[src/rtl/instr_fetch.sv]
// Instruction fetch/decode sequencer: latches an instruction, decodes its fields and
// advances the PC (sequential, jump, or resolved branch). Optional macro: HALT_ON_NOP_EN.
module instr_fetch #(
  parameter logic [15:0] RESET_PC = 16'h0000
) (
  input  logic        clk,
  input  logic        rst,
  input  logic        fetch_req,
  input  logic [31:0] imem_data,
  input  logic        br_valid,
  input  logic        br_taken,
  output logic [15:0] pc_out,
  output logic [31:0] ir,
  output logic        ir_valid,
  output logic [5:0]  opcode,
  output logic [4:0]  rd,
  output logic [4:0]  rs,
  output logic [4:0]  rt,
  output logic [15:0] imm,
  output logic        fetch_ready,
  output logic        halted
);

  localparam logic [5:0] OP_J   = 6'b000001;
  localparam logic [5:0] OP_BNE = 6'b100001;
  localparam logic [5:0] OP_BLT = 6'b100010;
  localparam logic [5:0] OP_BLE = 6'b100011;

  typedef enum logic [1:0] {
    S_IDLE,
    S_DECODE,
    S_WAIT_BR,
    S_HALT
  } state_t;

  state_t      state, state_nxt;
  logic [15:0] pc, pc_nxt;
  logic [31:0] ir_q;
  logic        is_jump, is_branch, halt_nop;
  logic [15:0] pc_inc, pc_tgt;

  assign opcode = ir_q[31:26];
  assign rd     = ir_q[25:21];
  assign rs     = ir_q[20:16];
  assign rt     = ir_q[15:11];
  assign imm    = ir_q[15:0];
  assign ir     = ir_q;
  assign pc_out = pc;

  assign is_jump   = (opcode == OP_J);
  assign is_branch = (opcode == OP_BNE) || (opcode == OP_BLT) || (opcode == OP_BLE);
  // 16-bit adds wrap naturally; imm as two's complement needs no sign extension here.
  assign pc_inc    = pc + 16'd1;
  assign pc_tgt    = pc_inc + imm;

`ifdef HALT_ON_NOP_EN
  assign halt_nop = (ir_q == 32'h0000_0000);
`else
  assign halt_nop = 1'b0;
`endif

  // NOTE: sequential state uses non-blocking (<=) so every register samples pre-edge values.
  always_ff @(posedge clk or posedge rst) begin
    if (rst) state <= S_IDLE;
    else     state <= state_nxt;
  end

  // NOTE: defaults first on every comb output so no path leaves a value unassigned (no latch).
  always_comb begin
    state_nxt = state;
    unique case (state)
      S_IDLE:    if (fetch_req) state_nxt = S_DECODE;
      S_DECODE: begin
        if (halt_nop)       state_nxt = S_HALT;
        else if (is_branch) state_nxt = S_WAIT_BR;
        else                state_nxt = S_IDLE;
      end
      S_WAIT_BR: if (br_valid) state_nxt = S_IDLE;
      S_HALT:    state_nxt = S_HALT;
      default:   state_nxt = S_IDLE;
    endcase
  end

  always_comb begin
    fetch_ready = (state == S_IDLE);
    ir_valid    = (state == S_DECODE);
`ifdef HALT_ON_NOP_EN
    halted      = (state == S_HALT);
`else
    halted      = 1'b0;
`endif
  end

  always_comb begin
    pc_nxt = pc;
    unique case (state)
      S_DECODE:  if (!halt_nop && !is_branch) pc_nxt = is_jump ? pc_tgt : pc_inc;
      S_WAIT_BR: if (br_valid) pc_nxt = br_taken ? pc_tgt : pc_inc;
      default:   pc_nxt = pc;
    endcase
  end

  // Reset discards any pending PC update: the next PC is only committed on a clean edge.
  always_ff @(posedge clk or posedge rst) begin
    if (rst) begin
      pc   <= RESET_PC;
      ir_q <= 32'h0000_0000;
    end else begin
      pc <= pc_nxt;
      if (state == S_IDLE && fetch_req) ir_q <= imem_data;
    end
  end

endmodule

[config.mk]
export PLATFORM = sky130hd
export DESIGN_NAME = instr_fetch
export DESIGN_NICKNAME = d
export VERILOG_FILES = /design/src/rtl/instr_fetch.sv
export SDC_FILE = /design/constraint.sdc
export NUM_CORES = 1
export LEC_CHECK = 0
export ABC_AREA = 1
export CAP_MARGIN = 20
export CORE_MARGIN = 1
export CORE_UTILIZATION = 50
export DETAILED_ROUTE_END_ITERATION = 8
export DONT_BUFFER_PORTS = 1
export GPL_TIMING_DRIVEN = 1
export PLACE_DENSITY = 0.66
export REMOVE_ABC_BUFFERS = 1
export SETUP_SLACK_MARGIN = 0.02
export SLEW_MARGIN = 40
export SYNTH_ARGS = -nofsm -noshare
export SYNTH_HDL_FRONTEND = slang
export SYNTH_SLANG_ARGS = --single-unit
[constraint.sdc]
create_clock -name clk -period 3.63 [get_ports clk]
set_input_delay 0.726 -clock clk [delete_from_list [all_inputs] [get_ports clk]]
set_output_delay 0.726 -clock clk [all_outputs]
set_load 0.01 [all_outputs]
# Word level (Yosys, flattened, before mapping)

Index checks and enable logic that the tools add are counted.

Bits in registers: 50
Input port bits: 37
Output and inout port bits: 88
Word-level logic and storage cells: 31

Add/subtract/negate cells: 2
Equality and inequality tests: 10
Mux-type cells: 9
Reduce and logical (&&, ||, !) cells: 7

Operator list:

| cell                    | number |
|---|---|
| $mux W16                | 4 |
| $pmux W16 S2            | 1 |
| $eq A6 B6 Y1 const B    | 3 |
| $add A16 B1 Y16 const B | 1 |
| $add A16 B16 Y16        | 1 |
| $pmux W2 S4             | 1 |
| $eq A6 B1 Y1 const B    | 1 |
| $mux W2                 | 3 |
| $ne A2 B2 Y1 const B    | 3 |
| $eq A2 B2 Y1 const B    | 2 |
| $reduce_and A3 Y1       | 1 |
| $eq A2 B1 Y1 const B    | 1 |
| $logic_not A2 Y1        | 1 |
| $logic_or A1 B1 Y1      | 2 |
| $reduce_and A2 Y1       | 1 |
| $reduce_bool A2 Y1      | 1 |
| $logic_and A1 B1 Y1     | 1 |

# Longest topological paths before layout

Gate-level depths: netlist of run 1.

Depth after elaboration: 5
Mapped depth: 23
Mapped depth without buffers: 23

# Worst setup path after synthesis of run 1

OpenSTA, ideal clock, no wires.

Path kind: register -> register
Start: register pc[1] (netlist: pc_out[1])
End: register pc[15] (netlist: pc_out[15])
Setup time: 113 ps
Arrival time: 2,386 ps
Required time: 3,517 ps
Setup slack: 1,131 ps
Stages on the path, launching flop included: 22
Buffers on the path: 0
Period minus slack after synthesis: 2,499 ps
Path through: dfrtp_1 > ha_1 > nand2_1 > inv_2 > nand2_4 > nor2_4 > nand2_2 > nor2_4 > inv_1 > nand2_1 > inv_1 > ha_1 > a21oi_1 > nand2_1 > a21oi_1 > nand2_1 > inv_1 > nand2_1 > nand3_1 > nand3_1 > nand2_1 > inv_1

Longest elaborated chain between the ends: 5
Elaborated cells between the ends (all ways): 7
Those cells by class: add/sub: 2; mux: 5

Ends and longest elaborated chain:

| element                                          | line   | text |
|---|---|---|
| from (decl)                                      | 37     | `logic [15:0] pc, pc_nxt;` |
| from (signal assigned)                           | 109    | `pc <= pc_nxt;` |
| $add A16 B1 Y16 *                                | 53     | `assign pc_inc = pc + 16'd1;` |
| $add A16 B16 Y16                                 | 54     | `assign pc_tgt = pc_inc + imm;` |
| $mux W16, on equally long branches (2 in series) | 98, 97 |  |
| $pmux W16 S2 *                                   | 96     | `unique case (state)` |

Every way passes the cells marked *; elsewhere a longest branch is shown, timed or not. The select of a mux whose other input is x is not followed.
A chain may end at the register's enable or synchronous reset.

# Worst setup path in the final report of run 1

Start: register pc[0] (netlist: pc_out[0])
End: register pc[15] (netlist: pc_out[15])

The elaborated chain is that of the path after synthesis.

==> impl_metrics.xml, run 1 <==
<?xml version="1.0" encoding="UTF-8"?>
<metrics>
  <group name="setup_path">
    <metric name="critical_path_peak_fanout" unit="">6</metric>
    <metric name="setup.worst_path.start_class" unit="">register</metric>
    <metric name="critical_setup_path_class" unit="">reg -&gt; reg</metric>
    <metric name="reg2reg_slack" unit="ns">0.82</metric>
    <metric name="critical_path_arrival" unit="ns">3.04</metric>
    <metric name="critical_path_required" unit="ns">3.86</metric>
    <metric name="timing.critical_path.to_type" unit="">register</metric>
  </group>
  <group name="floorplan">
    <metric name="coreArea" unit="sq um">7253</metric>
    <metric name="die-width" unit="microns">88.80</metric>
    <metric name="ioPinCount" unit="">125</metric>
    <metric name="die-area" unit="sq um">7885</metric>
    <metric name="die_height" unit="microns">88.80</metric>
    <metric name="core.rowCount" unit="">31</metric>
    <metric name="initial_core_util" unit="%">51.94</metric>
  </group>
  <group name="grt">
    <metric name="grt_antenna_before_repair" unit="">0</metric>
    <metric name="global_route_wire_length_before_repair" unit="mm">12.74</metric>
    <metric name="grt_remaining_overflow" unit="">0</metric>
    <metric name="grt_start_max_net_pins" unit="">51</metric>
    <metric name="grt.total_usage" unit="%">21.45</metric>
    <metric name="grt_pass1_vias" unit="">2703</metric>
  </group>
  <group name="clock_tree">
    <metric name="cts_htree_levels" unit="">2</metric>
    <metric name="postCtsSetupBuffers" unit="">0</metric>
    <metric name="cts_made_buffers" unit="">5</metric>
    <metric name="cts_buffer_depth" unit="">2</metric>
    <metric name="holdBufCountCts" unit="">0</metric>
    <metric name="worst_skew_pair.late_latency" unit="ns">0.32</metric>
    <metric name="tritoncts" unit="">yes</metric>
    <metric name="cts-resized-gates" unit="">0</metric>
    <metric name="numClockSinks" unit="">50</metric>
    <metric name="clockRootBuffer" unit="">clkbuf_8</metric>
    <metric name="cts_clock_pin_slew_for_the_worst_setup_and_hold_paths" unit="ns">0.10</metric>
  </group>
  <group name="final_layout">
    <metric name="post_route_cells_drive_above_1_share" unit="%">15.37</metric>
    <metric name="final_core_utilization" unit="%">50.63</metric>
    <metric name="fillers" unit="">706</metric>
    <metric name="antenna_diodes" unit="">0</metric>
    <metric name="final_stage_net_count" unit="">498</metric>
    <metric name="area_growth_from_synthesis_to_layout" unit="%">-2.524</metric>
  </group>
  <group name="synth">
    <metric name="synthesis.area" unit="sq um">3767</metric>
    <metric name="synthesis.instances" unit="">472</metric>
    <metric name="synthFlopType" unit="">dfrtp_1</metric>
    <metric name="synth_largest_area_cell" unit="">dfrtp_1</metric>
    <metric name="synth.area.top_cells" unit="">dfrtp_1 (33%), nand2_1 (9.4%), mux2_2 (9.0%)</metric>
    <metric name="share_of_yosys_cell_area_claimed_by_the_top_area_cell_type" unit="%">33.21</metric>
    <metric name="synth_seq_cells" unit="">50</metric>
    <metric name="synthesis.area_per_instance" unit="sq um">7.982</metric>
    <metric name="netlist-cell-type-count" unit="">39</metric>
    <metric name="ys_seq_area_share" unit="%">33.21</metric>
    <metric name="synth-edff-count" unit="">0</metric>
    <metric name="asyncSetResetFlopFracSynth" unit="%">100.0</metric>
    <metric name="synth-warning-count" unit="">0</metric>
  </group>
  <group name="power">
    <metric name="worst_ir_drop_vdd" unit="V">0.0004292</metric>
    <metric name="power_density" unit="nW/um^2">1055</metric>
    <metric name="leakagePower" unit="nW">1.775</metric>
  </group>
  <group name="status">
    <metric name="run_status" unit="">finished, final reports clean</metric>
  </group>
  <group name="sta">
    <metric name="setup_slack_of_the_critical_path_after_layout" unit="ns">0.8157</metric>
    <metric name="timing.setup.tns" unit="ns">0</metric>
    <metric name="setup_repair_after_global_routing_missed_its_margin" unit="">no</metric>
    <metric name="final.period_utilization" unit="%">77.53</metric>
    <metric name="period_needed" unit="ns">2.814</metric>
    <metric name="relSlewSlack" unit="%">59.38</metric>
    <metric name="max_freq" unit="GHz">0.3553</metric>
    <metric name="slew_at_the_pin_closest_to_its_max_slew_limit" unit="ns">0.6093</metric>
    <metric name="clock-skew-final" unit="ns">0.007512</metric>
    <metric name="finalHoldViolations" unit="">0</metric>
    <metric name="timing_max_transition_violations_final" unit="">0</metric>
    <metric name="timing.final.setup_violations" unit="">0</metric>
  </group>
  <group name="placed_design">
    <metric name="placement.io_buffers" unit="">0</metric>
    <metric name="detailedPlace.worstSlack" unit="ns">0.8410</metric>
    <metric name="hpwl" unit="mm">6.224</metric>
    <metric name="placer_congestion" unit="">0.9420</metric>
  </group>
  <group name="run">
    <metric name="maxCapViolCount" unit="">0</metric>
  </group>
  <group name="hold_path">
    <metric name="min_path_type" unit="">in -&gt; async</metric>
  </group>
  <group name="routing">
    <metric name="drt_iter0_drc" unit="">145</metric>
    <metric name="drt_wl_total" unit="mm">8.055</metric>
    <metric name="wl_per_cell" unit="microns">15.06</metric>
    <metric name="postRouteAntennaNets" unit="">0</metric>
    <metric name="remaining_design_rule_violation_count" unit="">0</metric>
    <metric name="num_vias" unit="">2871</metric>
    <metric name="route.detailed.vias_per_inst" unit="">5.366</metric>
    <metric name="detail_route.first_pass.iterations" unit="">4</metric>
  </group>
</metrics>
[power by group]
group	internal (mW)	total, mW	switching (mW)
registers	0.812	1.38	0.565
clock network	0.140	0.348	0.208
logic	0.843	2.15	1.31
[cell families (layout without fill, tap and decap cells)]
family,Yosys count,after routing,synth area share (%)
and+or+nand+nor,189,189,22.05
buffers and inverters,101,65,14.15
AOI/OAI and AO/OA,65,65,10.36
xor gates and xnor gates,10,10,2.325
muxes,30,30,8.967
other,1,1,0.09954
DFF,50,50,33.21
adders and majority gates,26,26,8.834
[metal layers]
| layer | vias up | global-route usage (%) | wire length (microns) |
|---|---|---|---|
| li1 | 1421 | - | - |
| met1 | 1312 | 26.84 | 3437 |
| met2 | 121 | 35.87 | 3810 |
| met3 | 17 | 5.504 | 577 |
| met4 | 0 | 7.478 | 229 |
| met5 | - | 0 | 0 |
[worst max-delay path, cell delays in order (launching register included)]
cell     delay (ns)
dfrtp_1        0.49
ha_1           0.21
nand2_1        0.07
inv_2          0.10
nand2_4        0.07
nor2_4         0.12
nand2_2        0.08
nor2_4         0.11
inv_1          0.05
nand2_1        0.08
inv_1          0.05
ha_1           0.33
a21oi_1        0.32
nand2_1        0.09
a21oi_1        0.13
nand2_1        0.09
inv_1          0.06
nand2_1        0.06
nand3_1        0.07
nand3_1        0.08
nand2_1        0.06
inv_1          0.04
[area by class of cell]
| type | count | area, sq um | area share [%] |
|---|---|---|---|
| multi-input combinational | 321 | 1983 | 54.00 |
| sequential | 50 | 1251 | 34.07 |
| inverter | 56 | 212.7 | 5.792 |
| tap | 99 | 123.9 | 3.373 |
| clock buffer | 5 | 68.82 | 1.874 |
| clock inverter | 3 | 25.02 | 0.6814 |
| timing repair buffer | 1 | 7.507 | 0.2044 |
[flip-flops by register name (all words and copies together) (netlist names)]
name / count
ir: 32
pc_out: 16
state: 2
[synth_stat cells, drive strengths merged (2+ instances only)]
cell and count:
nand2 100, inv 55, dfrtp 50, nor2 47, buf 45, mux2 30
nand3 27, a21oi 25, ha 25, o21ai 23, xor2 9, nand4 5
nor3 5, o22ai 4, or2 4, a31o 2, o211ai 2, o21bai 2
o41ai 2
[cells in the final DEF (no fill, tap or decap), types with 2 or more instances in the layout]
master,netlist,layout
nand4_1,5,5
o21ai_2,3,3
a21oi_1,25,25
clkbuf_8,0,5
mux2_2,30,30
o21bai_1,2,2
inv_2,4,4
o41ai_1,2,2
nor2_4,3,3
o211ai_1,2,2
nand2_1,94,94
inv_1,51,50
nor3_1,5,5
nor2_2,3,3
o21ai_1,5,5
or2_2,4,4
o21ai_0,14,14
nand3_1,26,26
a31o_2,2,2
xor2_1,9,9
ha_1,25,25
nor2_1,41,41
o22ai_1,4,4
dfrtp_1,50,50
nand2_2,5,5
[stage by stage]
step                      area, sq um  power, mW  std cells  hold WS (ns)
after floorplan                  3445      3.016        427        0.5021
after global placement           3576      3.478        527        0.5355
after detailed placement         3578      3.524        527        0.5338
after CTS                        3672      3.887        535        0.3746
after global routing             3672      4.257        535        0.4068
final                            3672      3.874        535        0.3473
[path summary, 6_finish.rpt]
| check | start | to | cells after the start |
|---|---|---|---|
| setup / recovery | pc_out[0] | pc_out[15] | 21 |
| hold / removal | rst | ir[21] | 1 |
| setup reg to reg | pc_out[0] | pc_out[15] | 21 |
| hold reg to reg | state[1] | state[1] | 2 |
| max in group asynchronous | rst | pc_out[7] | 1 |
| min in group clk | imem_data[9] | ir[9] | 1 |
(Power assumes the default switching activity.)
==> inputs of run 2 (changes only) <==
clock period = 2.89 ns   (was 3.63 ns; I/O delays follow)
==> run 2 against run 1 <==
Non-clock buffer count is 5 higher. Wire length increased by 0.40%. Combinational power up 31%. First-iteration DRC count shrank 19%. Clock skew shrank 0.0013 ns. Critical path type unchanged.
==> impl_metrics.xml, run 2 (synthesis results as in run 1) <==
<?xml version="1.0" encoding="UTF-8"?>
<metrics>
  <group name="routing">
    <metric name="remaining_design_rule_violation_count" unit="">0</metric>
    <metric name="detail_route.first_pass.iterations" unit="">4</metric>
    <metric name="num_vias" unit="">2903</metric>
    <metric name="drt_wl_total" unit="mm">8.087</metric>
    <metric name="drt_iter0_drc" unit="">117</metric>
    <metric name="postRouteAntennaNets" unit="">0</metric>
    <metric name="wl_per_cell" unit="microns">14.98</metric>
    <metric name="route.detailed.vias_per_inst" unit="">5.376</metric>
  </group>
  <group name="final_layout">
    <metric name="post_route_cells_drive_above_1_share" unit="%">17.23</metric>
    <metric name="max_reg_flops" unit="">32</metric>
    <metric name="final_standard_cell_count_with_taps_included_and_fillers_excluded" unit="">540</metric>
    <metric name="final_area" unit="sq um">3749</metric>
    <metric name="antenna_diodes" unit="">0</metric>
    <metric name="final_stage_net_count" unit="">503</metric>
    <metric name="area_growth_from_synthesis_to_layout" unit="%">-0.4980</metric>
    <metric name="final_cell_mix" unit="">nand2_1 (94), dfrtp_1 (50), inv_1 (49)</metric>
    <metric name="layout_commonest_cell" unit="">nand2_1</metric>
    <metric name="fillers" unit="">705</metric>
  </group>
  <group name="setup_path">
    <metric name="critical_setup_path_class" unit="">reg -&gt; reg</metric>
    <metric name="critical_path_arrival" unit="ns">2.85</metric>
    <metric name="timing.critical_path.to_type" unit="">register</metric>
    <metric name="critical_path_peak_fanout" unit="">5</metric>
    <metric name="setup.worst_path.start_class" unit="">register</metric>
    <metric name="critical_path_required" unit="ns">3.10</metric>
  </group>
  <group name="power">
    <metric name="worst_ir_drop_vdd" unit="V">0.0005063</metric>
    <metric name="leakagePower" unit="nW">1.803</metric>
    <metric name="total_power" unit="mW">4.961</metric>
    <metric name="power_density" unit="nW/um^2">1324</metric>
  </group>
  <group name="grt">
    <metric name="grt_antenna_before_repair" unit="">0</metric>
    <metric name="grt_pass1_vias" unit="">2778</metric>
    <metric name="grt_start_max_net_pins" unit="">51</metric>
    <metric name="grt.total_usage" unit="%">21.43</metric>
    <metric name="global_route_wire_length_before_repair" unit="mm">12.78</metric>
    <metric name="grt_remaining_overflow" unit="">0</metric>
  </group>
  <group name="sta">
    <metric name="slew_at_the_pin_closest_to_its_max_slew_limit" unit="ns">0.6429</metric>
    <metric name="finalHoldViolations" unit="">0</metric>
    <metric name="relSlewSlack" unit="%">57.14</metric>
    <metric name="timing.hold.ws" unit="ns">0.3105</metric>
    <metric name="max_freq" unit="GHz">0.3797</metric>
    <metric name="clock-skew-final" unit="ns">0.006188</metric>
    <metric name="timing_max_transition_violations_final" unit="">0</metric>
    <metric name="final.period_utilization" unit="%">91.14</metric>
    <metric name="period_needed" unit="ns">2.634</metric>
    <metric name="timing.final.setup_violations" unit="">0</metric>
    <metric name="timing.setup.tns" unit="ns">0</metric>
    <metric name="setup_repair_after_global_routing_missed_its_margin" unit="">no</metric>
  </group>
  <group name="floorplan">
    <metric name="initial_core_util" unit="%">51.94</metric>
    <metric name="die_height" unit="microns">88.80</metric>
    <metric name="die-width" unit="microns">88.80</metric>
    <metric name="coreArea" unit="sq um">7253</metric>
    <metric name="die-area" unit="sq um">7885</metric>
    <metric name="ioPinCount" unit="">125</metric>
    <metric name="core.rowCount" unit="">31</metric>
  </group>
  <group name="clock_tree">
    <metric name="numClockSinks" unit="">50</metric>
    <metric name="worst_skew_pair.late_latency" unit="ns">0.31</metric>
    <metric name="cts_buffer_depth" unit="">2</metric>
    <metric name="cts_clock_pin_slew_for_the_worst_setup_and_hold_paths" unit="ns">0.10</metric>
    <metric name="clockRootBuffer" unit="">clkbuf_8</metric>
    <metric name="cts_made_buffers" unit="">5</metric>
    <metric name="tritoncts" unit="">yes</metric>
    <metric name="holdBufCountCts" unit="">0</metric>
    <metric name="cts_htree_levels" unit="">2</metric>
  </group>
  <group name="hold_path">
    <metric name="min_path_type" unit="">in -&gt; async</metric>
  </group>
  <group name="placed_design">
    <metric name="area_post_placement" unit="sq um">3618</metric>
    <metric name="placedCellCount" unit="">531</metric>
    <metric name="placer_congestion" unit="">0.9318</metric>
    <metric name="hpwl" unit="mm">6.266</metric>
    <metric name="placement.io_buffers" unit="">0</metric>
  </group>
  <group name="run">
    <metric name="maxCapViolCount" unit="">0</metric>
  </group>
  <group name="status">
    <metric name="run_status" unit="">finished, final reports clean</metric>
  </group>
</metrics>
run 2: cell count changes in the layout (fill, tap and decap cells not counted), sizes merged:
cell  change
buf       +5
run 2: routing by layer:
metal  routed length, microns  global-route usage [%]  vias to the layer above  share of wire (%)
met4                      191                   7.331                        0                2.4
met3                      569                   5.410                       17                7.0
met2                     3843                   36.43                      109                 48
met1                     3483                   26.43                     1339                 43
li1                         -                       -                     1438                  -
met5                        0                       0                        -                  0
run 2: per-stage QoR:
stage	util [%]	setup slack [ns]
final	51.68	0.2560
after floorplan	-	0.3898
after CTS	51.18	0.1783
after global routing	51.68	0.02729
after detailed placement	49.89	0.1948
after global placement	49.89	0.2534
run 2: worst paths after layout:
kind / startpoint / endpoint / slack (ns) / depth (start not counted)
setup / recovery: pc_out[5] / pc_out[15] / 0.26 / 18
min in group clk: imem_data[18] / ir[18] / 0.41 / 1
hold reg to reg: state[0] / state[0] / 0.58 / 2
max in group asynchronous: rst / pc_out[1] / 2.14 / 2
hold / removal: rst / ir[18] / 0.31 / 2
setup reg to reg: pc_out[5] / pc_out[15] / 0.26 / 18
run 2: cell type report:
type	instances	area, sq um	share of cell area, %
repair buffers	6	57.56	1.535
well taps	99	123.9	3.304
multi-input cells	321	2012	53.67
clock inverters	3	25.02	0.6676
flip-flops and latches	50	1251	33.38
inverters	56	210.2	5.607
clock buffers	5	68.82	1.836
run 2: power by group:
group	internal [mW]	switching [mW]
clock	0.175	0.259
sequential	1.02	0.690
combinational	1.13	1.68
run 2: worst max-delay path, cell delays in order, from the launching register on:
cell,delay (ns)
dfrtp_1,0.47
nand2_1,0.17
nor2_2,0.12
nand2_2,0.12
nor2_1,0.16
xor2_1,0.28
ha_1,0.33
nand2_1,0.10
inv_2,0.05
nand2_1,0.10
nand2_1,0.06
a21oi_1,0.13
nand2_1,0.09
inv_1,0.06
nand2_1,0.06
nand3_1,0.06
nand3_1,0.07
nand2_1,0.06
inv_1,0.04
run 2: timing repair:
item                                    4_1_cts  5_1_grt
hold endpoints to repair                      0        0
gates resized for setup                       0        5
endpoints found under the setup margin        0        2
setup buffers                                 0        1
